$ cat config.mk
export PLATFORM = sky130hd
export DESIGN_NAME = counter_sequencer
export DESIGN_NICKNAME = d
export VERILOG_FILES = /design/src/rtl/counter_sequencer.sv
export SDC_FILE = /design/constraint.sdc
export NUM_CORES = 1
export LEC_CHECK = 0
export ABC_AREA = 1
export CORE_UTILIZATION = 28
export DETAILED_ROUTE_END_ITERATION = 10
export GPL_TIMING_DRIVEN = 0
export PLACE_DENSITY_LB_ADDON = 0.2
export SETUP_SLACK_MARGIN = 0.02
export SLEW_MARGIN = 20
export SYNTH_ARGS = -nofsm -noshare
export SYNTH_HDL_FRONTEND = slang
export SYNTH_SLANG_ARGS = --single-unit
$ cat constraint.sdc
create_clock -name clk -period 4.9 [get_ports clk]
set_input_delay 0.735 -clock clk [delete_from_list [all_inputs] [get_ports clk]]
set_output_delay 0.735 -clock clk [all_outputs]
set_load 0.1 [all_outputs]
$ cat src/rtl/counter_sequencer.sv
// Command-driven up/down counter: loads a start value, steps toward a latched
// target under en, pulses done on arrival, and flags modulo wrap-around.
module counter_sequencer #(
  parameter int unsigned WIDTH = 4
) (
  input  logic             clk,
  input  logic             reset,
  input  logic             cmd_valid,
  output logic             cmd_ready,
  input  logic [WIDTH-1:0] cmd_start,
  input  logic [WIDTH-1:0] cmd_target,
  input  logic             cmd_dir,
  input  logic             en,
  input  logic             abort,
  output logic [WIDTH-1:0] count,
  output logic             busy,
  output logic             done,
  output logic             wrapped
);

  localparam logic [1:0] IDLE = 2'd0;
  localparam logic [1:0] RUN  = 2'd1;
  localparam logic [1:0] DONE = 2'd2;

  logic [1:0]       state;
  logic [1:0]       state_nxt;
  logic [WIDTH-1:0] count_nxt;
  logic [WIDTH-1:0] target_q;
  logic [WIDTH-1:0] target_nxt;
  logic [WIDTH-1:0] step_val;
  logic             dir_q;
  logic             dir_nxt;
  logic             wrapped_nxt;
  logic             wrap_step;

  // State and datapath registers; status outputs are registered decodes of the next state.
  always_ff @(posedge clk or posedge reset) begin
    if (reset) begin
      state     <= IDLE;
      count     <= '0;
      target_q  <= '0;
      dir_q     <= 1'b1;
      wrapped   <= 1'b0;
      cmd_ready <= 1'b1;
      busy      <= 1'b0;
      done      <= 1'b0;
    end else begin
      state     <= state_nxt;
      count     <= count_nxt;
      target_q  <= target_nxt;
      dir_q     <= dir_nxt;
      wrapped   <= wrapped_nxt;
      cmd_ready <= (state_nxt == IDLE);
      busy      <= (state_nxt == RUN);
      done      <= (state_nxt == DONE);
    end
  end

  // Next-state and datapath update; abort outranks both the step and the target match.
  always_comb begin
    state_nxt   = state;
    count_nxt   = count;
    target_nxt  = target_q;
    dir_nxt     = dir_q;
    wrapped_nxt = wrapped;
    step_val    = dir_q ? (count + WIDTH'(1)) : (count - WIDTH'(1));
    wrap_step   = dir_q ? (count == '1) : (count == '0);

    case (state)
      IDLE: begin
        if (cmd_valid) begin
          count_nxt   = cmd_start;
          target_nxt  = cmd_target;
          dir_nxt     = cmd_dir;
          wrapped_nxt = 1'b0;
          state_nxt   = (cmd_start == cmd_target) ? DONE : RUN;
        end
      end
      RUN: begin
        if (abort) begin
          state_nxt = IDLE;
        end else if (en) begin
          count_nxt = step_val;
          if (wrap_step) begin
            wrapped_nxt = 1'b1;
          end
          if (step_val == target_q) begin
            state_nxt = DONE;
          end
        end
      end
      DONE: begin
        state_nxt = IDLE;
      end
      default: begin
        state_nxt = IDLE;
      end
    endcase
  end

endmodule

## After elaboration in Yosys (flattened, before gate mapping)

Cells that the tools add are included.
Widths: inputs -> output; s select.

| word-level totals | value |
|---|---|
| logic and storage cells | 44 |
| output and inout port bits | 8 |
| flip-flop bits (word level) | 15 |
| input port bits | 14 |

| cells by class | value |
|---|---|
| add/sub/neg operators | 2 |
| reductions and logical operators | 7 |
| muxes and demuxes | 17 |
| equal/unequal tests | 10 |

Operators by type and width:

| cell | number |
|---|---|
| $mux 4 | 4 |
| $mux 2 | 5 |
| $eq 4x4->1 | 2 |
| $ne 2x2->1 const B | 4 |
| $pmux 4 s2 | 1 |
| $mux 1 | 5 |
| $reduce_and 5->1 | 1 |
| $add 4x1->4 const B | 1 |
| $eq 2x1->1 const B | 2 |
| $eq 4x4->1 const B | 1 |
| $logic_not 2->1 | 2 |
| $logic_not 4->1 | 1 |
| $pmux 2 s2 | 1 |
| $reduce_and 4->1 | 1 |
| $sub 4x1->4 const B | 1 |
| $eq 2x2->1 const B | 1 |
| $pmux 1 s2 | 1 |
| $reduce_and 2->1 | 1 |
| $reduce_bool 2->1 | 1 |

## Depth between registers and ports, before layout

| logic depth | value |
|---|---|
| depth in word-level cells | 8 |
| gate-level depth with buffers | 10 |
| mapped depth without buffers | 10 |

## Worst setup path before layout

OpenSTA, ideal clock, no wires.

| timing path | value |
|---|---|
| kind | register to register |
| start point | register count[0] |
| end point | register busy |
| setup time | 0.118 ns |
| path buffers | 0 |
| cell stages (with the launch flop) | 10 |
| arrival | 2.296 ns |
| path slack | 2.487 ns |
| period minus slack after synthesis | 2.413 ns |
| path through | dfrtp_1 > inv_1 > fa_1 > nor2_1 > nor2_1 > nand2_1 > nor2_2 > nand3_1 > nand2_1 > nand2_1 |

| on the way | value |
|---|---|
| longest elaborated chain between the ends | 8 |
| elaborated cells on any way between the ends | 9 |

RTL lines:

| item | RTL line | RTL |
|---|---|---|
| start: declaration | 15 | `output logic [WIDTH-1:0] count,` |
| start signal: assignment | 49 | `count <= count_nxt;` |
| $sub 4x1->4 / $add 4x1->4 (equally long branches) | 66 | `step_val = dir_q ? (count + WIDTH'(1)) : (count - WIDTH'(1));` |
| $mux 4 (*) | 66 |  |
| $eq 4x4->1 (*) | 87 | `if (step_val == target_q) begin` |
| $mux 2 (*) | 87 |  |
| $mux 2 (*) | 82 | `end else if (en) begin` |
| $mux 2 (*) | 80 | `if (abort) begin` |
| $pmux 2 s2 (*) | 69 | `case (state)` |
| $eq 2x1->1 (*) | 54 | `busy <= (state_nxt == RUN);` |
| end signal: assignment | 54 |  |
| end: declaration | 16 | `output logic busy,` |

Every way passes the cells marked *; elsewhere a longest branch is shown, timed or not.
A chain may end at the register's enable or synchronous reset.

## Worst setup path after layout

| timing path | value |
|---|---|
| start point | register count[0] |
| end point | output count[0] |

No word-level cell between the ends.

==> metrics <==
M1 GR Usage 0.168; syn nets 138; top cells by count, synth nand2_1, inv_1, dfrtp_1; Syn Inst Count 121; Slew @ Worst Pin 971 ps; min Tclk post-route between 2000 and 3000 ps; Layout Nets roughly 160; drt first pass iters 4; CTS buffer count 3; Clock Latency Late Sink between 200 and 300 ps; pin count of the biggest net entering global routing 16; H-tree Lvls 1; met2 usage 0.215; post_cts resized 0; top post-synthesis cells by area dfrtp_1, nand2_1, inv_1; mapped cell area 920 µm²; die height 59.3 µm; WP data required between 4000 and 5000 ps; Synth-to-Final Area Change 31.8%; buffers added on ports 21; Synth Register Bits 15; WL final between 1.5 and 2 mm; DIE AREA about 0.0035 mm²; # setup viols final 0; Startpoint Class flip-flop; vias approximately 840; Async SR Flop Fraction 1.00; WP buf/inv 1; CTS tree yes; cell family with most CP delay buffers and inverters; postcts setup bufs 0; Post-CTS Hold Buffers 0; Starting Density 0.299; synth unique cells 23; Reg area between 300 and 400 µm²; vias in the first global route 776; setup_tns 0 ps; period utilisation layout 0.552; first-pass GRT wire length around 3.4 mm; Tot GR Track Use 0.132; status completed; critical-path cell list clkdlybuf4s50_1; MaxCap Viol Count 0; crit path kind flip-flop to output pin; GRT Residual Overflow 0; met3 usage in global routing 0.0197; Layout Utilization 0.394; Worst EP arrival between 1500 and 2000 ps; Routability Congestion a little under 0.8; Final Hold Viols 0; slew margin rel. 0.351; Worst Hold Class flip-flop to flip-flop; slowest CP cell clkdlybuf4s50_1; clock transition at the registers of the reported paths roughly 90 ps; Yosys warnings 0; clock skew 0.373 ps; share of the synthesized area in the top cell type 0.354; Pins Over Slew Limit 0; ys flop type dfrtp_1; initial drt markers 17; Max Buffers Root-to-Sink 2; Via-to-Cell Ratio around 4.4; RSZ-0062 raised after global routing false; EDFF count, synth 0; top-count cell post-synth nand2_1; syn avg cell area around 7.6 µm²; top cell type by total area after synthesis dfrtp_1; sequential area share after synthesis 0.411; WL/cell slightly above 10 µm; placeable core region 0.00308 mm²; site row count 20; CP Max Fanout 7; Post-DP HPWL around 1.6 mm; initial antenna violation count 0; io pins 22; DRC 0; fill cell count 344; gr busiest metal met2; multi-input logic area roughly 460 µm²; largest incremental delay on the critical path approximately 1200 ps; fmax approximately 370 MHz; # diodes 0; layout cells sized above 1 0.123; clk sinks 15; width of the die 59.3 µm; crit end category output pin; Root Buffer clkbuf_4; post-route ant nets 0
metal layers:
layer / part of all wire / wire, µm
met1: 0.46 / 903
met3: 0.028 / 55
met2: 0.49 / 957
met5: 0 / 0
met4: 0.021 / 42
layout by cell type, fill, tap and decap left out:
| cell | netlist | layout |
|---|---|---|
| a21oi_1 | 3 | 3 |
| nand2_4 | 1 | 1 |
| o21ai_0 | 5 | 5 |
| nand2_2 | 2 | 2 |
| clkdlybuf4s50_1 | 0 | 21 |
| ha_1 | 2 | 2 |
| nor3_2 | 1 | 1 |
| dfstp_2 | 2 | 2 |
| o22ai_1 | 3 | 3 |
| clkinv_2 | 0 | 1 |
| nor2_1 | 5 | 5 |
| nor2_4 | 1 | 1 |
| o211ai_1 | 1 | 1 |
| nor2_2 | 1 | 1 |
| o21ai_1 | 4 | 4 |
| nand3_1 | 9 | 9 |
| fa_1 | 1 | 1 |
| buf_4 | 1 | 1 |
| nand3_2 | 2 | 2 |
| inv_1 | 16 | 16 |
| nand4_1 | 1 | 1 |
| dfrtp_1 | 13 | 13 |
| xor2_1 | 5 | 5 |
| inv_2 | 3 | 3 |
| nand2_1 | 39 | 39 |
| clkbuf_4 | 0 | 3 |
flip-flops by register name, summed over array words and instances (netlist names):
register   flops
target_q       4
state          2
wrapped        1
dir_q          1
busy           1
done           1
count          4
cmd_ready      1
layout make-up:
type / count / share of cell area
Clock buffer: 3 / 0.0186
Multi-Input combinational cell: 86 / 0.382
Clock inverter: 1 / 0.00413
Inverter: 19 / 0.0588
Tap cell: 44 / 0.0454
Sequential cell: 15 / 0.312
Buffer: 1 / 0.00619
Timing Repair Buffer: 21 / 0.173
metrics by stage:
stage	hold WS (ps)	std cells	setup slack, ps	cell area, µm²
floorplan	461	121	2490	920
global placement	484	186	2510	1180
detailed placement	488	186	2510	1180
CTS	510	190	2180	1210
global route	540	190	2150	1210
finish	508	190	2200	1210
worst paths after layout:
kind / start / end / slack [ps] / depth (start not counted)
max: count[0] / count[0] / 2200 / 1
min: target_q[0] / target_q[0] / 510 / 2
max reg2reg: count[0] / busy / 3000 / 10
min reg2reg: target_q[0] / target_q[0] / 510 / 2
max in group asynchronous: reset / count[2] / 3720 / 2
min in group asynchronous: reset / wrapped / 800 / 2
cells by family (layout without fill, tap and decap cells):
family,count (synthesis),after routing,synth area share
xor gates and xnor gates,5,5,0.0476
AOI/OAI and AO/OA,16,16,0.0939
buffers and inverters,20,45,0.0857
DFF,15,15,0.411
adders and majority gates,3,3,0.0490
and+or+nand+nor,62,62,0.313
Power is left out: the tool's default activity adds up to more than one toggle a clock period on the data nets, which glitch-free logic cannot reach.
